<file path="src/rtl/inst_mem_pkg.sv">
// inst_mem_pkg: shared state type and constants for the instruction-memory controller
package inst_mem_pkg;
    typedef enum logic {LOAD, RUN} state_t;
    localparam int ADDR_W_DEF     = 32;
    localparam int DATA_W_DEF     = 32;
    localparam int STARVE_MAX_DEF = 4;
    localparam int WORD_SHIFT     = 2;
endpackage

</file>
<file path="src/rtl/im_arb_prio.sv">
// im_arb_prio: loader-first arbiter that forces a fetch grant after STARVE_MAX loader wins
// ports: clk, rst_n (async, active-low); l_req/f_req requests; en_fetch allows fetch
//        service (RUN only); l_gnt/f_gnt same-cycle one-hot grants
module im_arb_prio #(
    parameter int STARVE_MAX = 4
) (
    input  logic clk,
    input  logic rst_n,
    input  logic l_req,
    input  logic f_req,
    input  logic en_fetch,
    output logic l_gnt,
    output logic f_gnt
);
    localparam int CW = $clog2(STARVE_MAX + 1);
    logic [CW-1:0] starve_cnt;
    logic          f_ok;
    logic          starved;
    always_comb begin
        f_ok    = en_fetch & f_req;
        starved = starve_cnt == CW'(STARVE_MAX);
        f_gnt   = f_ok & (!l_req | starved);
        l_gnt   = l_req & !f_gnt;
    end
    // counts loader wins over a pending fetch; any fetch grant or idle fetch clears it
    always_ff @(posedge clk or negedge rst_n) begin
        if (!rst_n)
            starve_cnt <= '0;
        else if (!f_ok || f_gnt)
            starve_cnt <= '0;
        else if (l_gnt && !starved)
            starve_cnt <= starve_cnt + CW'(1);
    end
endmodule

</file>
<file path="src/rtl/inst_mem_ctrl.sv">
// inst_mem_ctrl: shares a single-port instruction memory between the boot loader and CPU fetch
// ports: clk, rst_n (async, active-low)
//        loader: l_req, l_addr, l_wdata, l_done -> l_gnt
//        fetch:  f_req, f_addr -> f_gnt, f_rvalid, f_rdata, f_err (misaligned PC)
//        memory: mem_cs, mem_we, mem_addr (word index), mem_wdata <- mem_rdata (1-cycle latency)
//        running: controller has left the boot-load phase
module inst_mem_ctrl
    import inst_mem_pkg::*;
#(
    parameter int ADDR_W     = ADDR_W_DEF,
    parameter int DATA_W     = DATA_W_DEF,
    parameter int STARVE_MAX = STARVE_MAX_DEF
) (
    input  logic              clk,
    input  logic              rst_n,
    input  logic              l_req,
    input  logic [ADDR_W-1:0] l_addr,
    input  logic [DATA_W-1:0] l_wdata,
    input  logic              l_done,
    output logic              l_gnt,
    input  logic              f_req,
    input  logic [ADDR_W-1:0] f_addr,
    output logic              f_gnt,
    output logic              f_rvalid,
    output logic [DATA_W-1:0] f_rdata,
    output logic              f_err,
    output logic              mem_cs,
    output logic              mem_we,
    output logic [ADDR_W-3:0] mem_addr,
    output logic [DATA_W-1:0] mem_wdata,
    input  logic [DATA_W-1:0] mem_rdata,
    output logic              running
);
    state_t state;
    state_t state_nxt;
    logic   rv;
    logic   er;
    logic   f_aligned;
    logic   f_rd;
    // loader request is masked during reset so no write escapes while rst_n is low
    im_arb_prio #(.STARVE_MAX(STARVE_MAX)) u_arb (
        .clk      (clk),
        .rst_n    (rst_n),
        .l_req    (l_req & rst_n),
        .f_req    (f_req),
        .en_fetch (running),
        .l_gnt    (l_gnt),
        .f_gnt    (f_gnt)
    );
    always_ff @(posedge clk or negedge rst_n) begin
        if (!rst_n) begin
            state <= LOAD;
            rv    <= 1'b0;
            er    <= 1'b0;
        end else begin
            state <= state_nxt;
            rv    <= f_gnt;
            er    <= f_gnt & !f_aligned;
        end
    end
    always_comb begin
        state_nxt = (state == LOAD && l_done) ? RUN : state;
        running   = state == RUN;
        f_aligned = f_addr[WORD_SHIFT-1:0] == '0;
        f_rd      = f_gnt & f_aligned;
        mem_cs    = l_gnt | f_rd;
        mem_we    = l_gnt;
        mem_addr  = l_gnt ? l_addr[ADDR_W-1:WORD_SHIFT] : f_rd ? f_addr[ADDR_W-1:WORD_SHIFT] : '0;
        mem_wdata = l_gnt ? l_wdata : '0;
        f_rvalid  = rv;
        f_err     = er;
        f_rdata   = (rv && !er) ? mem_rdata : '0;
    end
endmodule

</file>
<file path="config.mk">
export PLATFORM = sky130hd
export DESIGN_NAME = inst_mem_ctrl
export DESIGN_NICKNAME = d
export VERILOG_FILES = /design/src/rtl/inst_mem_pkg.sv /design/src/rtl/im_arb_prio.sv /design/src/rtl/inst_mem_ctrl.sv
export SDC_FILE = /design/constraint.sdc
export NUM_CORES = 1
export LEC_CHECK = 0
export BUFFER_PORTS_ARGS = -buffer_cell sky130_fd_sc_hd__buf_4
export CAP_MARGIN = 5
export CORE_AREA = 2 2 91 93
export DETAILED_ROUTE_END_ITERATION = 12
export DIE_AREA = 0 0 93 95
export SETUP_SLACK_MARGIN = 0.2
export SYNTH_ARGS = -nofsm -noshare
export SYNTH_HDL_FRONTEND = slang
export SYNTH_SLANG_ARGS = --single-unit
export TNS_END_PERCENT = 5
</file>
<file path="constraint.sdc">
create_clock -name clk -period 1.7 [get_ports clk]
set_input_delay 0.255 -clock clk [delete_from_list [all_inputs] [get_ports clk]]
set_output_delay 0.255 -clock clk [all_outputs]
set_load 0.01 [all_outputs]
</file>
==> summary.md <==
| Metric | Value |
|---|---|
| XOR/XNOR Fraction of Synth Area | `0.794%` |
| Slack of the critical path | `-341 ps` |
| Starting Density | `13.9%` |
| Syn_nets | `269` |
| Hpwl dp | `4.83 mm` |
| Final period utilization | `120%` |
| Yosys warns | `0` |
| Fmax achieved | `0.490 GHz` |
| CTS root buf | `clkbuf_8` |
| Skew-Pair Late Insertion Delay | `220 ps` |
| Seq cells post-synth | `6` |
| DR pass1 iterations | `4` |
| Synth Instances | `134` |
| Layout Skew | `2.79 ps` |
| Die Width | `93 um` |
| Pins Over Slew Limit | `0` |
| Final TNS setup | `-15,160 ps` |
| Total track usage | `10.7%` |
| RSZ-0062 raised after global routing | `true` |
| Per-cell routed wire length | `13.7 um` |
| Non-Filler Instances | `474` |
| Failing checks | `setup timing` |
| Count of input and output buffers | `231` |
| # H-tree levels | `1` |
| Unique masters post-synth | `20` |
| First-pass GRT wire length | `7.82 mm` |
| Initial DRC Count | `26` |
| Routed Wire Length | `6.49 mm` |
| VDD IR-drop max | `185 uV` |
| MaxCap Viol Count | `0` |
| Number of global-route vias before repair | `1,651` |
| Initial antenna violation count | `0` |
| Die area | `8840 sq um` |
| Clock-pin slew on the worst setup and hold paths | `40 ps` |
| Post-synthesis sequential area ratio | `13.6%` |
| Multiplexer share of the synthesized area | `0%` |
| Largest net degree at the start of global routing | `66` |
| Main combinational cell family by area after synthesis | `simple AND/OR/NAND/NOR gates` |
| Nets@finish | `506` |
| Worst endpoint data arrival time | `1790 ps` |
| DRC | `0` |
| Worst Setup SP | `u_arb.starve_cnt[0]` |
| Vias per inst | `4.11` |
| Status | `finished with violations` |
| Worst r2r src | `u_arb.starve_cnt[0]` |
| Final Wtd Congestion | `0.724` |
| Final total power | `1.16 mW` |
| GR Overflow Total | `0` |
| Synthesis-to-layout area growth | `217%` |
| CTS Buf Count | `3` |
| Pre-CTS WS | `-119 ps` |
| Worst slew pin tran | `261 ps` |
| Antenna Nets Post-Route | `0` |
| Leak Pwr | `1.87 nW` |
| Synth Area in Adders | `2.27%` |
| DR vias | `1,948` |
| Simple-gate share of the synthesized area | `41.0%` |
| Rows | `33` |
| Crit path required time | `1440 ps` |
| Max FO, Critical Path | `15` |
| Tmin final | `2040 ps` |
| Max Root-Sink Buffers | `2` |
| Compound-cell area share of the yosys netlist | `31.3%` |
| Die height | `95 um` |
| Layout cell share with drive strength beyond 1 | `87.3%` |
| HP Class | `input pin to flop` |
| CORE AREA | `7930 sq um` |
| CP endpoint kind | `primary output` |
| CP Class | `flop to primary output` |
| Endpoints failing setup | `65` |
| Fin. Hold Viols | `0` |
| CTS Sinks | `6` |
| Hold Startpoint | `l_done` |
| PwrDens | `331 nW/um^2` |
| Worst slew margin | `82.6%` |
| Startpoint Class | `flop` |
| Average cell area after synthesis | `8.24 sq um` |
| I/O pin total | `234` |
| Antenna Cells | `0` |
| Cell Area, Synth | `1100 sq um` |
| CTS tree | `yes` |
| Inst Count DP | `464` |
==> synth_stat cells <==
master	count	area share, %
a2111oi_4	1	2.5
a21oi_1	1	0.45
a22o_1	2	1.6
a22o_2	28	25
and2_1	64	36
and2_4	1	0.79
buf_2	1	0.45
buf_4	1	0.68
buf_6	7	7.1
clkbuf_1	5	1.7
dfrtp_1	6	14
ha_1	2	2.3
inv_1	3	1.0
nand2_1	2	0.68
nand4_1	1	0.57
nor2_1	3	1.0
nor2b_1	1	0.57
o21a_1	2	1.4
or2_2	2	1.1
xnor2_1	1	0.79
==> cells in the final DEF, fill, tap and decap left out, types with 2 or more instances in the layout <==
master	count
clkbuf_16	3
a22o_2	15
and2_4	40
and2_1	25
buf_6	50
a22o_4	13
inv_1	3
clkbuf_8	3
nor2_1	3
buf_4	190
a22o_1	2
dfrtp_1	6
or2_2	2
buf_12	2
==> repair_timing <==
| action | in CTS | in global routing |
|---|---|---|
| pin swaps | 6 | 37 |
| resized for setup | 6 | 98 |
| gates cloned | 0 | 3 |
| setup endpoints to repair | 83 | 98 |
| hold endpoints to repair | 6 | 0 |
| hold buffers | 1 | 0 |
| buffers inserted | 0 | 3 |
==> metrics by stage <==
step	hold WS, ps	utilization (%)	cell area (sq um)
final	228	44.1	3490
after global routing	226	44.1	3490
after CTS	225	38.1	3020
after detailed placement	163	37.3	2960
after global placement	159	37.3	2960
after floorplan	-40.6	-	1110
==> worst max-delay path, cell delays in order, from the launching register on <==
cell,delay [ps]
dfrtp_1,370
inv_1,60
ha_2,180
nand2_4,60
a2111oi_4,290
buf_6,180
clkbuf_16,170
a22o_2,130
buf_4,110
==> state kept, by name, indices dropped and copies added, names as in the netlist <==
signal / flops
running: 1
f_rvalid: 1
f_err: 1
u_arb.starve_cnt: 3
==> cells by family (layout without fill, tap and decap cells) <==
kind of cell    after synthesis  in the layout
simple gates                 74             74
compound gates               34             34
buf+inv                      17            252
flops                         6              6
fa+ha+maj                     2              2
xor+xnor                      1              1
==> area by class of cell <==
type	instances	area, sq um
fill	769	4430
timing repair buffer	246	2110
multi-input combinational	111	1040
sequential	6	150
tap	105	131
clock buffer	3	41.3
inverter	3	11.3
==> report_power, final <==
group          internal, mW  switching [mW]
registers             0.148         0.00230
clock network         0.152          0.0575
logic                 0.525           0.271
total                 0.825           0.331
==> worst paths after layout <==
check                                            to  slack [ps]  cells past startpoint
worst max-delay path                   mem_addr[14]        -340                      8
worst min-delay path                        running         230                      2
worst max register to register                f_err         430                      6
worst min register to register              running         570                      2
max in group asynchronous       u_arb.starve_cnt[1]        1120                      3
min in group asynchronous       u_arb.starve_cnt[0]         470                      3
==> layer usage <==
metal	wire length, um	vias up	GRT usage (%)
li1	-	930	-
met1	2210	887	12.2
met2	3630	131	20.5
met3	648	0	2.71
met4	0	0	1.72
met5	0	-	0
(Power assumes the default switching activity.)
